`src/rtl/bus_pkg.sv`:
```
// Shared definitions for the bus arbiter family: FSM states, slave select codes
// and the location of the slave-select field inside the address.
package bus_pkg;

  typedef enum logic [1:0] {
    IDLE   = 2'd0,
    ACCESS = 2'd1,
    RESP   = 2'd2
  } state_e;

  localparam logic [2:0] SLV0 = 3'd1;
  localparam logic [2:0] SLV1 = 3'd2;
  localparam logic [2:0] SLV2 = 3'd3;
  localparam logic [2:0] SLV3 = 3'd4;

  localparam int SEL_HI = 18;
  localparam int SEL_LO = 16;

  function automatic logic [1:0] master_oh(input logic idx);
    return idx ? 2'b10 : 2'b01;
  endfunction

endpackage

```
`src/rtl/bus_arb_ctrl_if.sv`:
```
// Signal bundle between the two masters, the arbiter and the slave select lines.
interface bus_arb_ctrl_if #(
  parameter int DW = 32
);
  // Handshake: a master holds req high (with stable addr/wr/wdata) until its
  // done pulse; the slave completes an access by raising s_ready while its
  // select bit is high, and s_rdata is taken in that same cycle.
  logic [1:0]    req;
  logic [31:0]   addr0;
  logic [31:0]   addr1;
  logic [1:0]    wr;
  logic [DW-1:0] wdata0;
  logic [DW-1:0] wdata1;
  logic [1:0]    gnt;
  logic [1:0]    done;
  logic          err;
  logic [DW-1:0] rdata;
  logic [3:0]    slave;
  logic [31:0]   s_addr;
  logic          s_wr;
  logic [DW-1:0] s_wdata;
  logic [DW-1:0] s_rdata;
  logic          s_ready;

  modport slave_mp (
    input  req, addr0, addr1, wr, wdata0, wdata1, s_rdata, s_ready,
    output gnt, done, err, rdata, slave, s_addr, s_wr, s_wdata
  );

  modport master_mp (
    output req, addr0, addr1, wr, wdata0, wdata1, s_rdata, s_ready,
    input  gnt, done, err, rdata, slave, s_addr, s_wr, s_wdata
  );
endinterface

```
`src/rtl/bus_arb_ctrl_slv_dec.sv`:
```
// Address select field to one-hot slave select; codes outside SLV0..SLV3
// decode to no slave and are reported as unmapped.
module slv_dec
  import bus_pkg::*;
(
  input  logic [2:0] sel_i,
  output logic [3:0] onehot_o,
  output logic       mapped_o
);

  always_comb begin
    onehot_o = 4'b0000;
    case (sel_i)
      SLV0:    onehot_o = 4'b0001;
      SLV1:    onehot_o = 4'b0010;
      SLV2:    onehot_o = 4'b0100;
      SLV3:    onehot_o = 4'b1000;
      default: onehot_o = 4'b0000;
    endcase
    mapped_o = |onehot_o;
  end

endmodule

```
`src/rtl/bus_arb_ctrl.sv`:
```
// Two-master round-robin arbiter and access sequencer: grants one master,
// drives the decoded slave select, waits for s_ready or timeout, then pulses done.
module bus_arb_ctrl
  import bus_pkg::*;
#(
  parameter int DW  = 32,
  parameter int TMO = 15
) (
  input  logic             clk,
  input  logic             rst_n,
  bus_arb_ctrl_if.slave_mp bus,
  output state_e           dbg_state_o
);

  localparam logic [7:0] TMO_LAST = 8'(TMO - 1);

  state_e        state_q, state_d;
  logic          ptr_q, ptr_d;
  logic          win_q, win_d;
  logic [3:0]    sel_q, sel_d;
  logic          err_q, err_d;
  logic [7:0]    tcnt_q, tcnt_d;
  logic [DW-1:0] rdata_q, rdata_d;
  logic [31:0]   s_addr_q, s_addr_d;
  logic          s_wr_q, s_wr_d;
  logic [DW-1:0] s_wdata_q, s_wdata_d;

  logic          win_c;
  logic [31:0]   addr_c;
  logic [3:0]    dec_oh;
  logic          dec_mapped;

  // ptr_q names the master granted last; on a tie the other one wins.
  always_comb begin
    case (bus.req)
      2'b01:   win_c = 1'b0;
      2'b10:   win_c = 1'b1;
      default: win_c = ~ptr_q;
    endcase
  end

  assign addr_c = win_c ? bus.addr1 : bus.addr0;

  slv_dec u_slv_dec (
    .sel_i    (addr_c[SEL_HI:SEL_LO]),
    .onehot_o (dec_oh),
    .mapped_o (dec_mapped)
  );

  always_comb begin
    state_d   = state_q;
    ptr_d     = ptr_q;
    win_d     = win_q;
    sel_d     = sel_q;
    err_d     = err_q;
    tcnt_d    = tcnt_q;
    rdata_d   = rdata_q;
    s_addr_d  = s_addr_q;
    s_wr_d    = s_wr_q;
    s_wdata_d = s_wdata_q;
    case (state_q)
      IDLE: begin
        if (|bus.req) begin
          win_d     = win_c;
          s_addr_d  = addr_c;
          s_wr_d    = win_c ? bus.wr[1] : bus.wr[0];
          s_wdata_d = win_c ? bus.wdata1 : bus.wdata0;
          sel_d     = dec_oh;
          tcnt_d    = 8'd0;
          err_d     = ~dec_mapped;
          state_d   = dec_mapped ? ACCESS : RESP;
        end
      end
      ACCESS: begin
        // A ready in the last allowed cycle wins over the timeout.
        if (bus.s_ready) begin
          if (!s_wr_q) rdata_d = bus.s_rdata;
          state_d = RESP;
        end else if (tcnt_q == TMO_LAST) begin
          err_d   = 1'b1;
          state_d = RESP;
        end else begin
          tcnt_d = tcnt_q + 8'd1;
        end
      end
      RESP: begin
        ptr_d   = win_q;
        state_d = IDLE;
      end
      default: state_d = IDLE;
    endcase
  end

  always_ff @(posedge clk or negedge rst_n) begin
    if (!rst_n) begin
      state_q   <= IDLE;
      ptr_q     <= 1'b1;
      win_q     <= 1'b0;
      sel_q     <= 4'b0000;
      err_q     <= 1'b0;
      tcnt_q    <= 8'd0;
      rdata_q   <= '0;
      s_addr_q  <= 32'd0;
      s_wr_q    <= 1'b0;
      s_wdata_q <= '0;
    end else begin
      state_q   <= state_d;
      ptr_q     <= ptr_d;
      win_q     <= win_d;
      sel_q     <= sel_d;
      err_q     <= err_d;
      tcnt_q    <= tcnt_d;
      rdata_q   <= rdata_d;
      s_addr_q  <= s_addr_d;
      s_wr_q    <= s_wr_d;
      s_wdata_q <= s_wdata_d;
    end
  end

  assign bus.gnt     = (state_q != IDLE) ? master_oh(win_q) : 2'b00;
  assign bus.done    = (state_q == RESP) ? master_oh(win_q) : 2'b00;
  assign bus.err     = (state_q == RESP) && err_q;
  assign bus.slave   = (state_q == ACCESS) ? sel_q : 4'b0000;
  assign bus.rdata   = rdata_q;
  assign bus.s_addr  = s_addr_q;
  assign bus.s_wr    = s_wr_q;
  assign bus.s_wdata = s_wdata_q;
  assign dbg_state_o = state_q;

endmodule
```
`src/flat_wrapper.sv`:
```
// flat-port wrapper written by rule: the top's interface ports become plain ports
module bus_arb_ctrl_flat import bus_pkg::*;
#(
  parameter int DW  = 32,
  parameter int TMO = 15
)
  (clk, rst_n, dbg_state_o, bus_req, bus_addr0, bus_addr1, bus_wr, bus_wdata0, bus_wdata1, bus_s_rdata, bus_s_ready, bus_gnt, bus_done, bus_err, bus_rdata, bus_slave, bus_s_addr, bus_s_wr, bus_s_wdata);
  bus_arb_ctrl_if #(.DW(DW)) bus_i ();
  input  logic clk;
  input  logic rst_n;
  output state_e dbg_state_o;
  input wire logic [$bits(bus_i.req)-1:0] bus_req;
  input wire logic [$bits(bus_i.addr0)-1:0] bus_addr0;
  input wire logic [$bits(bus_i.addr1)-1:0] bus_addr1;
  input wire logic [$bits(bus_i.wr)-1:0] bus_wr;
  input wire logic [$bits(bus_i.wdata0)-1:0] bus_wdata0;
  input wire logic [$bits(bus_i.wdata1)-1:0] bus_wdata1;
  input wire logic [$bits(bus_i.s_rdata)-1:0] bus_s_rdata;
  input wire logic [$bits(bus_i.s_ready)-1:0] bus_s_ready;
  output wire logic [$bits(bus_i.gnt)-1:0] bus_gnt;
  output wire logic [$bits(bus_i.done)-1:0] bus_done;
  output wire logic [$bits(bus_i.err)-1:0] bus_err;
  output wire logic [$bits(bus_i.rdata)-1:0] bus_rdata;
  output wire logic [$bits(bus_i.slave)-1:0] bus_slave;
  output wire logic [$bits(bus_i.s_addr)-1:0] bus_s_addr;
  output wire logic [$bits(bus_i.s_wr)-1:0] bus_s_wr;
  output wire logic [$bits(bus_i.s_wdata)-1:0] bus_s_wdata;
  assign bus_i.req = bus_req;
  assign bus_i.addr0 = bus_addr0;
  assign bus_i.addr1 = bus_addr1;
  assign bus_i.wr = bus_wr;
  assign bus_i.wdata0 = bus_wdata0;
  assign bus_i.wdata1 = bus_wdata1;
  assign bus_i.s_rdata = bus_s_rdata;
  assign bus_i.s_ready = bus_s_ready;
  assign bus_gnt = bus_i.gnt;
  assign bus_done = bus_i.done;
  assign bus_err = bus_i.err;
  assign bus_rdata = bus_i.rdata;
  assign bus_slave = bus_i.slave;
  assign bus_s_addr = bus_i.s_addr;
  assign bus_s_wr = bus_i.s_wr;
  assign bus_s_wdata = bus_i.s_wdata;
  bus_arb_ctrl #(.DW(DW), .TMO(TMO)) u_core (.clk(clk), .rst_n(rst_n), .bus(bus_i), .dbg_state_o(dbg_state_o));
endmodule
```
`config.mk`:
```
export PLATFORM = sky130hd
export DESIGN_NAME = bus_arb_ctrl_flat
export DESIGN_NICKNAME = d
export VERILOG_FILES = /design/src/rtl/bus_pkg.sv /design/src/rtl/bus_arb_ctrl_if.sv /design/src/rtl/bus_arb_ctrl_slv_dec.sv /design/src/rtl/bus_arb_ctrl.sv /design/src/flat_wrapper.sv
export SDC_FILE = /design/constraint.sdc
export NUM_CORES = 1
export LEC_CHECK = 0
export CORE_ASPECT_RATIO = 0.8
export CORE_MARGIN = 4
export CORE_UTILIZATION = 41
export CTS_BUF_LIST = sky130_fd_sc_hd__clkbuf_8
export CTS_CLUSTER_DIAMETER = 50
export CTS_CLUSTER_SIZE = 8
export DETAILED_ROUTE_END_ITERATION = 6
export GPL_TIMING_DRIVEN = 0
export PLACE_DENSITY = 0.83
export SETUP_SLACK_MARGIN = 0.1
export SYNTH_ARGS = -nofsm -noshare
export SYNTH_HDL_FRONTEND = slang
export SYNTH_SLANG_ARGS = --single-unit
```
`constraint.sdc`:
```
create_clock -name clk -period 3.7 [get_ports clk]
set_input_delay 0.37 -clock clk [delete_from_list [all_inputs] [get_ports clk]]
set_output_delay 0.37 -clock clk [all_outputs]
set_load 0.03 [all_outputs]
```
# After elaboration in Yosys (flattened, before gate mapping)
# Index checks and enable logic that the tools add are counted.
totals:
  rom_bits: 0
  mem_bits_rw: 0
  latchBits: 0
  inputBits: 167
  memories: 0
  reg_bits: 114
op_classes:
  order_cmp: 0
  bitwise_logic: 3
  addsub: 1
  eq_ne: 14
  muxes: 22
  div_mod_pow: 0
  mul: 0
  shift: 0
  n_reduce_logical: 11
op_table:
  columns: ["operator", "n"]
  rows:
  - ["$mux 32", 2]
  - ["$mux 8", 3]
  - ["$pmux 4 s4", 1]
  - ["$pmux 8 s2", 1]
  - ["$mux 2", 7]
  - ["$add 8x1->8 const B", 1]
  - ["$eq 8x4->1 const B", 1]
  - ["$reduce_and 4->1", 2]
  - ["$eq 3x2->1 const B", 2]
  - ["$eq 2x1->1 const B", 2]
  - ["$eq 2x2->1 const B", 2]
  - ["$mux 1", 4]
  - ["$mux 4", 1]
  - ["$ne 2x1->1 const B", 2]
  - ["$ne 2x2->1 const B", 2]
  - ["$pmux 1 s2", 2]
  - ["$pmux 2 s2", 1]
  - ["$reduce_and 2->1", 2]
  - ["$reduce_bool 2->1", 2]
  - ["$reduce_or 4->1", 1]
  - ["$eq 3x1->1 const B", 1]
  - ["$eq 3x3->1 const B", 1]
  - ["$ne 3x2->1 const B", 1]
  - ["$not 1->1", 3]
  - ["4 further kinds", 4]

# Logic depth before layout (Yosys ltp)
# Gate-level depths: netlist of run 1.
depth:
  ltp_word: 9
  mapped_depth: 8
  depth_no_buf: 6

# Hierarchy
# Synthesis of run 1 repeated with hierarchy kept, for this count alone.
unflattened:
  hier_cells: 448
  hier_area_um2: 5161.2
modules_own_cells:
  columns: ["module", "cells_per_inst", "seq_area_each_um2", "instances", "area_each_um2"]
  rows:
  - ["bus_arb_ctrl", 442, 2854.0, 1, 5116.2]
  - ["slv_dec", 6, 0.0, 1, 45.0]

# Worst setup path before layout of run 1
# OpenSTA, ideal clock, no wires.
synth_timing:
  path_kind: "input-to-reg"
  start: "input bus_req[0]"
  end: "register u_core.err_q"
  arrival_time_ps: 1729
  required_time_ps: 3542
  setup_slack_ps: 1813
  path_stages: 7
  path_buffers: 2
  cell_sequence: "inv_1 ha_1 mux2i_1 clkbuf_1 buf_2 mux2i_1 a22oi_1"
synth_via:
  elab_chain_len: 9
  elab_cells_between_ends: 16
  classes_between: "eq/ne (7); mux (5); bitwise (1); reduce/logical (3)"
synth_rtl:
  columns: ["item", "line_no", "source"]
  rows:
  - ["start: declaration", "flat_wrapper.sv:12", "input wire logic [$bits(bus_i.req)-1:0] bus_req;"]
  - ["$eq 2x2->1 / $eq 2x1->1 (equally long branches)", "bus_arb_ctrl.sv:35", "case (bus.req)"]
  - ["$pmux 1 s2", "bus_arb_ctrl.sv:35", null]
  - ["$mux 32", "bus_arb_ctrl.sv:42", "assign addr_c = win_c ? bus.addr1 : bus.addr0;"]
  - ["$eq 3x3->1 (tied with other cells)", "bus_arb_ctrl_slv_dec.sv:13", "case (sel_i)"]
  - ["$pmux 4 s4", "bus_arb_ctrl_slv_dec.sv:13", null]
  - ["$reduce_or 4->1", "bus_arb_ctrl_slv_dec.sv:20", "mapped_o = |onehot_o;"]
  - ["$not 1->1", "bus_arb_ctrl.sv:70", "err_d = ~dec_mapped;"]
  - ["$mux 1", "bus_arb_ctrl.sv:63", "if (|bus.req) begin"]
  - ["$pmux 1 s2", "bus_arb_ctrl.sv:61", "case (state_q)"]
  - ["end signal: assignment", "bus_arb_ctrl.sv:111", "err_q <= err_d;"]
  - ["end: declaration", "bus_arb_ctrl.sv:21", "logic err_q, err_d;"]
# Several ways; a longest one is shown, not always the timed one. The select of a mux whose other input is x is not followed.
# A chain may end at the register's enable or synchronous reset.

# Worst setup path in the final report of run 1
layout_timing:
  start: "register u_core.state_q[1], in the netlist u_core.dbg_state_o[1]"
  end: "output bus_done[0]"
layout_via:
  elab_chain_len: 2
layout_rtl:
  columns: ["item", "line_no", "source"]
  rows:
  - ["start: declaration", "bus_arb_ctrl.sv:17", "state_e state_q, state_d;"]
  - ["start signal: assignment", "bus_arb_ctrl.sv:107", "state_q <= state_d;"]
  - ["$eq 2x2->1", "bus_arb_ctrl.sv:121", "assign bus.done = (state_q == RESP) ? master_oh(win_q) : 2'b00;"]
  - ["$mux 2", "bus_arb_ctrl.sv:121", null]
  - ["end: declaration", "flat_wrapper.sv:21", "output wire logic [$bits(bus_i.done)-1:0] bus_done;"]
# Every way passes these cells.

==> results of run 1 <==
per-layer routing:
metal	GRT usage	vias to the layer above	wire length (um)
met5	0	-	0
met1	0.253	2198	6410
met3	0.0964	22	1470
li1	-	2197	-
met4	0.0653	0	227
met2	0.379	197	8030
sequential cells by signal (all words and copies together) (netlist names):
signal              count
u_core.tcnt_q           8
u_core.win_q            1
u_core.dbg_state_o      2
u_core.bus.s_wdata     32
u_core.err_q            1
u_core.bus.rdata       32
u_core.bus.s_wr         1
u_core.sel_q            4
u_core.bus.s_addr      32
u_core.ptr_q            1
logic make-up after synthesis:
family / Yosys count
multiplexers: 104
flip-flops: 114
adder cells (fa/ha/maj): 4
AO/OA/AOI/OAI: 87
AND/OR/NAND/NOR: 113
buffers and inverters: 36
XOR/XNOR: 4
final timing paths:
| check | from | endpoint | slack [ps] | cells past startpoint |
|---|---|---|---|---|
| setup / recovery | u_core.dbg_state_o[1]$_DFFE_PN0P_ | bus_done[0] | 1060 | 4 |
| hold / removal | rst_n | u_core.bus.rdata[25]$_DFFE_PN0P_ | -5 | 1 |
| setup reg to reg | u_core.ptr_q$_DFFE_PN1N_ | u_core.err_q$_DFFE_PN0P_ | 1490 | 6 |
| hold reg to reg | u_core.bus.s_addr[28]$_DFFE_PN0P_ | u_core.bus.s_addr[28]$_DFFE_PN0P_ | 480 | 2 |
| max in group asynchronous | rst_n | u_core.ptr_q$_DFFE_PN1N_ | 2910 | 2 |
| min in group clk | u_core.bus.s_addr[28]$_DFFE_PN0P_ | u_core.bus.s_addr[28]$_DFFE_PN0P_ | 480 | 2 |
placed cells by master, fill, tap and decap left out, types with 3 or more instances in the layout:
master / n
nor3_1: 4
clkinv_2: 3
nand2_1: 73
ha_1: 4
clkbuf_1: 17
clkinv_4: 5
or3_1: 3
mux2_2: 32
and2_1: 7
buf_2: 12
o31ai_1: 5
clkbuf_8: 19
mux2i_1: 71
nor2b_1: 5
o21ai_0: 67
nor2_1: 8
dfrtp_1: 113
clkdlybuf4s50_1: 273
xor2_1: 4
inv_1: 8
final cells by class:
class / count / area [um2] / share of cell area
buffer: 29 / 124 / 0.0145
clock buffer: 19 / 262 / 0.0305
clock inverter: 13 / 138 / 0.0161
inverter: 7 / 26.3 / 0.00307
multi-input combinational: 312 / 2190 / 0.255
sequential: 114 / 2850 / 0.333
tap: 171 / 214 / 0.0250
timing repair buffer: 275 / 2770 / 0.323
report_power, final:
part           switching, mW  internal [mW]  total (mW)
clock                  0.522          0.632        1.15
combinational           2.30           1.67        3.98
sequential             0.335           1.84        2.17
total                   3.16           4.14        7.30
metrics by stage:
step,TNS [ps],instances,hold slack (ps),power (mW),utilization
6_report,0,940,-5.45,7.30,0.697
5_1_grt,0,940,8.37,7.74,0.697
4_1_cts,0,940,1.09,7.38,0.697
3_5_place_dp,0,908,469,6.21,0.665
3_3_place_gp,-213070,907,455,6.10,0.662
2_1_floorplan,0,462,74.4,4.39,-
==> impl_metrics.py, run 1 <==
metrics = {
    "setup_path": {
        "cp.arrival_ps": 2270,
        "crit_buf_inv": 2,
        "cpMostUsedCell": "nor2b_1",
        "start_kind": "register",
        "slowest_delay_ps": 730,
        "crit_path_max_fanout": 10,
        "crit_family": "buffers and inverters",
        "critPathRequiredTime_ps": 3330,
        "endpoint_kind": "output pin",
        "worstSetupPathType": "reg -> out",
        "path_cells": "clkbuf_1, nor2b_1, nor2b_1, clkdlybuf4s50_1",
        "crit_slowest_cell": "clkdlybuf4s50_1",
    },
    "floorplan": {
        "initial_core_util": 0.422,
        "dieArea_um2": 14500,
        "dieWidth_um": 134,
        "die_h_um": 109,
        "pin_count": 275,
        "core_area_um2": 12300,
        "rows": 36,
    },
    "yosys": {
        "yosysTopAreaCellShare": 0.545,
        "synthMuxAreaShare": 0.209,
        "ys_top_cells_by_area": "dfrtp_1, mux2i_1, mux2_2",
        "synth_top_area_cell": "dfrtp_1",
        "ys_seq_area_frac": 0.550,
        "synth-simple-area-share": 0.100,
        "synth_seq_cells": 114,
        "async_flop_share": 1.00,
        "synthTopCellsByCount": "dfrtp_1, nand2_1, mux2i_1",
        "yosysMostFrequentCell": "dfrtp_1",
        "synthAdderAreaFrac": 0.00964,
        "synth_top_family_by_area": "multiplexers",
        "synth_edf_count": 0,
        "synth_area_um2": 5190,
        "synth_cells": 462,
        "synth_xor_area_frac": 0.00675,
        "dominantRegCellSynth": "dfrtp_1",
        "ys_types": 40,
        "synth_compound_area_frac": 0.0959,
        "synth_nets": 633,
        "synthesis.yosys.warnings": 0,
        "avgSynthCellArea_um2": 11.2,
    },
    "drt": {
        "drt_iter0_drc": 141,
        "wl_per_cell_um": 17.2,
        "vias": 4614,
        "ant_nets": 0,
        "drc": 0,
        "drtPass1Iterations": 4,
        "wl_mm": 16.1,
        "drt-vias-per-instance": 4.91,
    },
    "global_route": {
        "grt_use_total": 0.221,
        "grt_max_degree": 61,
        "antenna_found_initial": 0,
        "grt_overflow": 0,
        "first_global_vias": 4874,
        "grt_pass1_wl_mm": 25.0,
    },
    "place": {
        "placed_area_um2": 8170,
        "place_hpwl_mm": 12.7,
        "place_congestion": 0.815,
        "port_buffers": 274,
        "dp_slack_ps": 744,
    },
    "final_layout": {
        "fillers": 935,
        "design_area_um2": 8570,
        "area_delta_synth_final_pct": 65.1,
        "diodes": 0,
        "drive_above_1_share": 0.107,
        "fin_nets": 927,
    },
    "cts": {
        "clockBufferDepth": 2,
        "ctsResizeCount": 0,
        "cts_tree": "built",
        "htreeDepth": 4,
        "cts.sink_count": 114,
        "postCtsSetupRepairBufs": 0,
        "clk_pin_slew_worst_paths_ps": 70,
        "clock_latency_ps": 430,
        "cts_buffers": 17,
        "cts_root_buf": "clkbuf_8",
        "cts_hold_buf": 0,
    },
    "sta": {
        "layout_min_cycle_time_ps": 2640,
        "slew_violations": 0,
        "fmax_mhz": 378,
        "finalHoldWorstSlack_ps": -5.45,
        "tightest_slew_ps": 757,
        "period_share": 0.714,
        "finalSetupViolCount": 0,
        "slew_headroom": 0.491,
        "rsz0062_at_grt": "false",
        "hold_viol": 3,
        "fin_skew_ps": 13.2,
        "finalWorstSetupSlack_ps": 1060,
    },
    "run_status": {
        "violations": "negative hold slack",
        "status": "finished with violations",
    },
    "flow_run": {
        "maxCapViolCount": 0,
    },
    "hold_path": {
        "hold_path_class": "in -> async",
    },
    "power_and_ir_drop": {
        "max-vdd-ir-drop_v": 0.000510,
        "leakage_nw": 3.76,
        "p_per_area_nw_per_um2": 852,
    },
}
No activity file was read; power rests on OpenSTA's default activity.
==> inputs of run 2 (changes only) <==
--- a/config.mk
+++ b/config.mk
@@ -7,13 +7,13 @@
 export LEC_CHECK = 0
 export CORE_ASPECT_RATIO = 0.8
 export CORE_MARGIN = 4
-export CORE_UTILIZATION = 41
+export CORE_UTILIZATION = 37
 export CTS_BUF_LIST = sky130_fd_sc_hd__clkbuf_8
 export CTS_CLUSTER_DIAMETER = 50
 export CTS_CLUSTER_SIZE = 8
 export DETAILED_ROUTE_END_ITERATION = 6
 export GPL_TIMING_DRIVEN = 0
-export PLACE_DENSITY = 0.83
+export PLACE_DENSITY = 0.79
 export SETUP_SLACK_MARGIN = 0.1
 export SYNTH_ARGS = -nofsm -noshare
 export SYNTH_HDL_FRONTEND = slang
==> constraint.sdc (replaced) <==
create_clock -name clk -period 2.3 [get_ports clk]
set_input_delay 0.23 -clock clk [delete_from_list [all_inputs] [get_ports clk]]
set_output_delay 0.23 -clock clk [all_outputs]
set_load 0.03 [all_outputs]
==> run 2 against run 1 <==
Compared with the run above:
- the flow now finishes without violations
- sequential share of layout area down 0.40 points
- total power up 66%
- cell count up 1.1%
- worst setup slack worse by 850 ps
- final area up 1.2%
- sequential power up 61%
- global-route usage down 1.4 points
- non-clock buffer count up 1
- combinational power up 62%
- critical path depth up 4
- utilization down 6.1 points
- largest cell class unchanged
==> impl_metrics.py, run 2 (synthesis gave the netlist of run 1 again) <==
metrics = {
    "run_status": {
        "status": "completed",
    },
    "drt": {
        "drt_iter0_drc": 181,
        "drtPass1Iterations": 5,
        "drt-vias-per-instance": 4.88,
        "vias": 4634,
        "ant_nets": 0,
        "drc": 0,
        "wl_mm": 16.6,
        "wl_per_cell_um": 17.5,
    },
    "final_layout": {
        "final_core_util": 0.636,
        "diodes": 0,
        "final_common_cell": "clkdlybuf4s50_1",
        "fillers": 1069,
        "area_delta_synth_final_pct": 67.2,
        "fin_nets": 928,
        "layout_common_cells": "clkdlybuf4s50_1, dfrtp_1, nand2_1",
        "multi_input_area_um2": 2190,
        "design_area_um2": 8680,
        "drive_above_1_share": 0.122,
        "final-seq-area_um2": 2850,
    },
    "setup_path": {
        "cpMostUsedCell": "mux2i_1",
        "path_cells": "clkdlybuf4s50_1, inv_1, ha_1, mux2i_1, clkbuf_2, clkbuf_4, mux2i_1, a22oi_1",
        "crit_path_max_fanout": 10,
        "worstSetupPathType": "in -> reg",
        "crit_slowest_cell": "clkdlybuf4s50_1",
        "slowest_delay_ps": 480,
        "cp.arrival_ps": 2370,
        "start_kind": "input port",
        "critPathRequiredTime_ps": 2580,
        "endpoint_kind": "register",
    },
    "sta": {
        "finalSetupViolCount": 0,
        "layout_min_cycle_time_ps": 2090,
        "slew_violations": 0,
        "period_share": 0.909,
        "fmax_mhz": 478,
        "tightest_slew_ps": 718,
        "hold_viol": 0,
        "rsz0062_at_grt": "false",
        "slew_headroom": 0.517,
        "fin_skew_ps": 12.9,
    },
    "cts": {
        "cts.sink_count": 114,
        "cts_root_buf": "clkbuf_8",
        "clk_pin_slew_worst_paths_ps": 80,
        "clockBufferDepth": 2,
        "cts_buffers": 17,
        "clock_latency_ps": 440,
        "cts_tree": "built",
        "postCtsSetupRepairBufs": 0,
        "htreeDepth": 4,
    },
    "power_and_ir_drop": {
        "p_per_area_nw_per_um2": 1400,
        "max-vdd-ir-drop_v": 0.000908,
        "p_total_mw": 12.2,
        "leakage_nw": 3.86,
    },
    "place": {
        "placed_area_um2": 8180,
        "place_hpwl_mm": 13.1,
        "port_buffers": 274,
        "place_congestion": 0.868,
    },
    "global_route": {
        "grt_max_degree": 74,
        "grt_pass1_wl_mm": 25.7,
        "grt_overflow": 0,
        "first_global_vias": 4928,
        "met3_usage": 0.0826,
        "global_route.usage.met2": 0.363,
        "met1_usage": 0.235,
        "grt_use_total": 0.207,
        "antenna_found_initial": 0,
        "grt.busiest_layer": "met2",
    },
    "flow_run": {
        "maxCapViolCount": 0,
    },
    "hold_path": {
        "hold_path_class": "in -> async",
    },
    "floorplan": {
        "pin_count": 275,
        "dieWidth_um": 140,
        "initial_core_util": 0.380,
        "die_h_um": 114,
        "dieArea_um2": 16000,
        "rows": 38,
        "core_area_um2": 13600,
    },
}
-- run 2: area by class of cell --
class	count	share of cell area
sequential	114	0.329
clock inverter	14	0.0262
tap	180	0.0260
clock buffer	18	0.0286
buffer	29	0.0159
timing repair buffer	276	0.319
multi-input combinational	312	0.252
inverter	7	0.00303
-- run 2: worst paths after layout --
path,from,end,slack (ps),depth (start not counted)
hold reg to reg,u_core.bus.s_addr[12]$_DFFE_PN0P_,u_core.bus.s_addr[12]$_DFFE_PN0P_,480,2
hold / removal,rst_n,u_core.bus.s_wdata[15]$_DFFE_PN0P_,320,2
setup reg to reg,u_core.dbg_state_o[0]$_DFFE_PN0P_,u_core.bus.s_wdata[6]$_DFFE_PN0P_,280,6
max in group asynchronous,rst_n,u_core.ptr_q$_DFFE_PN1N_,1210,3
min in group clk,bus_s_rdata[12],u_core.bus.rdata[12]$_DFFE_PN0P_,400,2
setup / recovery,bus_req[1],u_core.err_q$_DFFE_PN0P_,210,8
-- run 2: routing by layer --
metal  vias up  routed length (um)  share of wire
met1      2222                6570           0.39
li1       2192                   -              -
met3        18                1440          0.087
met4         0                 185          0.011
met5         -                   0              0
met2       202                8440           0.51
-- run 2: worst max-delay path, delay by kind of cell --
kind | cells | cell delay, ps
buffers and inverters | 4 | 1130
muxes | 2 | 560
adders and majority gates | 1 | 290
AOI/OAI and AO/OA | 1 | 150
-- run 2: stage by stage --
stage / setup slack (ps) / instances / TNS, ps / hold WS (ps)
finish: 208 / 950 / 0 / 322
global route: 104 / 950 / 0 / 376
CTS: 112 / 950 / 0 / 332
detailed placement: -537 / 917 / -26580 / 261
global placement: -3240 / 916 / -388810 / 459
floorplan: 478 / 462 / 0 / -65.6
-- run 2: report_power, final --
group | total [mW] | switching (mW) | internal [mW]
Clock | 2.23 | 0.890 | 1.34
Combinational | 6.43 | 3.74 | 2.69
Sequential | 3.50 | 0.546 | 2.95
Total | 12.2 | 5.18 | 6.98
-- run 2: what timing repair did --
action | in CTS | in global routing
hold buffers | 1 | 0
gates resized for setup | 12 | 16
gates cloned | 0 | 0
hold endpoints to repair | 41 | 0
endpoints found under the setup margin | 54 | 26
==> inputs of run 3 (changes only) <==
--- a/config.mk
+++ b/config.mk
@@ -14,7 +14,6 @@
 export DETAILED_ROUTE_END_ITERATION = 6
 export GPL_TIMING_DRIVEN = 0
 export PLACE_DENSITY = 0.79
-export SETUP_SLACK_MARGIN = 0.1
 export SYNTH_ARGS = -nofsm -noshare
 export SYNTH_HDL_FRONTEND = slang
 export SYNTH_SLANG_ARGS = --single-unit
==> run 3 against run 2 <==
Compared with the run above:
- flip-flop and latch count unchanged
- count of clock-buffer cells in the layout did not move
- first-iteration DRC count rose by 15%
- global-route usage barely moved
- total power fell by 0.20%
- wire length shrank 0.31%
- sequential power about the same
- cell count is the same
- fmax fell by 2.8%
- utilization about the same
- worst setup slack got worse by 61 ps
==> impl_metrics.py, run 3 (synthesis gave the netlist of run 1 again) <==
metrics = {
    "sta": {
        "period_share": 0.936,
        "rsz0062_at_grt": "false",
        "slew_violations": 0,
        "hold_viol": 0,
        "fmax_mhz": 465,
        "tightest_slew_ps": 722,
        "fin_skew_ps": 9.17,
        "slew_headroom": 0.515,
        "finalSetupViolCount": 0,
        "finalWorstSetupSlack_ps": 148,
        "finalHoldWorstSlack_ps": 330,
        "layout_min_cycle_time_ps": 2150,
    },
    "cts": {
        "htreeDepth": 4,
        "cts_buffers": 17,
        "cts_root_buf": "clkbuf_8",
        "cts.sink_count": 114,
        "clk_pin_slew_worst_paths_ps": 80,
        "clockBufferDepth": 2,
        "cts_tree": "built",
        "clock_latency_ps": 430,
    },
    "power_and_ir_drop": {
        "max-vdd-ir-drop_v": 0.000908,
        "leakage_nw": 3.90,
        "pwr-share-seq": 0.288,
        "clkPwrFrac": 0.183,
        "intPower_mw": 6.97,
        "comb_power_share": 0.529,
        "switching_power_mw": 5.16,
        "p_total_mw": 12.1,
        "p_per_area_nw_per_um2": 1400,
        "p_sw_frac": 0.425,
    },
    "place": {
        "placed_area_um2": 8180,
        "port_buffers": 274,
        "place_congestion": 0.868,
        "place_hpwl_mm": 13.1,
        "dp_slack_ps": -537,
    },
    "final_layout": {
        "diodes": 0,
        "drive_above_1_share": 0.113,
        "layout_common_cells": "clkdlybuf4s50_1, dfrtp_1, nand2_1",
        "fin_nets": 928,
        "final_common_cell": "clkdlybuf4s50_1",
        "area_delta_synth_final_pct": 67.3,
        "design_area_um2": 8680,
    },
    "global_route": {
        "grt_overflow": 0,
        "grt_use_total": 0.207,
        "grt_max_degree": 74,
        "grt_pass1_wl_mm": 25.7,
        "antenna_found_initial": 0,
        "first_global_vias": 4935,
    },
    "floorplan": {
        "core_area_um2": 13600,
        "dieWidth_um": 140,
        "rows": 38,
        "dieArea_um2": 16000,
        "pin_count": 275,
        "die_h_um": 114,
        "initial_core_util": 0.380,
    },
    "hold_path": {
        "hold_path_class": "in -> async",
    },
    "setup_path": {
        "endpoint_kind": "register",
        "critPathRequiredTime_ps": 2590,
        "start_kind": "input port",
        "crit_path_max_fanout": 10,
        "cp.arrival_ps": 2440,
        "worstSetupPathType": "in -> reg",
    },
    "drt": {
        "ant_nets": 0,
        "drtPass1Iterations": 4,
        "dr_wl_met2_mm": 8.40,
        "met3_length_mm": 1.45,
        "wl_mm": 16.6,
        "drt_iter0_drc": 208,
        "wl_per_cell_um": 17.5,
        "top_layer_used": "met4",
        "vias": 4630,
        "met1_length_mm": 6.55,
        "drt-vias-per-instance": 4.87,
        "drc": 0,
    },
    "run_status": {
        "status": "completed",
    },
    "flow_run": {
        "maxCapViolCount": 0,
    },
}
-- run 3: cell count changes in the layout (fill, tap and decap cells not counted), sizes merged --
cell	previous run	this run
clkdlybuf4s15	1	0
buf	13	14
dlygate4sd2	6	3
dlymetal6s2s	1	5
clkdlybuf4s50	264	265
clkbuf	37	35
-- run 3: layout make-up --
cell class,count,area (um2)
fill,1067,4960
sequential,114,2850
timing repair buffer,276,2790
multi-input combinational,312,2190
clock buffer,18,248
clock inverter,14,228
tap,180,225
buffer,29,129
inverter,7,26.3
-- run 3: metal layers --
metal  GRT usage  up-vias
met5           0        -
met4      0.0555        0
met3      0.0826       15
met2       0.363      197
met1       0.236     2222
li1            -     2196
-- run 3: power groups by stage --
stage	clock network (mW)	registers (mW)	logic (mW)
final	2.22	3.50	6.42
after global routing	2.36	3.61	6.85
after CTS	2.26	3.51	6.50
after detailed placement	0	3.53	6.49
after global placement	0	3.48	6.36
after floorplan	0	5.16	1.90
-- run 3: worst max-delay path, cell delays in order --
cell	delay (ps)
clkdlybuf4s50_1	480
inv_1	40
ha_1	290
mux2i_1	200
clkbuf_2	290
buf_2	350
mux2i_1	400
o21ai_0	150
-- run 3: final timing paths --
kind / cells past startpoint / from / end / slack [ps]
setup / recovery: 8 / bus_req[1] / u_core.bus.s_addr[16]$_DFFE_PN0P_ / 150
hold / removal: 2 / rst_n / u_core.bus.s_wdata[15]$_DFFE_PN0P_ / 330
setup reg to reg: 6 / u_core.dbg_state_o[0]$_DFFE_PN0P_ / u_core.bus.s_wdata[6]$_DFFE_PN0P_ / 220
hold reg to reg: 2 / u_core.sel_q[1]$_DFFE_PN0P_ / u_core.sel_q[1]$_DFFE_PN0P_ / 480
max in group asynchronous: 3 / rst_n / u_core.ptr_q$_DFFE_PN1N_ / 1200
min in group clk: 2 / bus_s_rdata[12] / u_core.bus.rdata[12]$_DFFE_PN0P_ / 400
-- run 3: timing repair --
| item | CTS | global route |
|---|---|---|
| setup buffers | 0 | 0 |
| pin swaps | 0 | 0 |
| endpoints found under the setup margin | 10 | 66 |
| hold endpoints to repair | 41 | 0 |
| hold buffers | 1 | 0 |
| resized for setup | 5 | 9 |
-- run 3: stage by stage --
stage                     setup TNS, ps  instances  utilization
after floorplan                       0        462            -
after global placement          -388810        916        0.598
final                                 0        950        0.636
after detailed placement         -26580        917        0.600
after global routing                  0        950        0.636
after CTS                             0        950        0.635
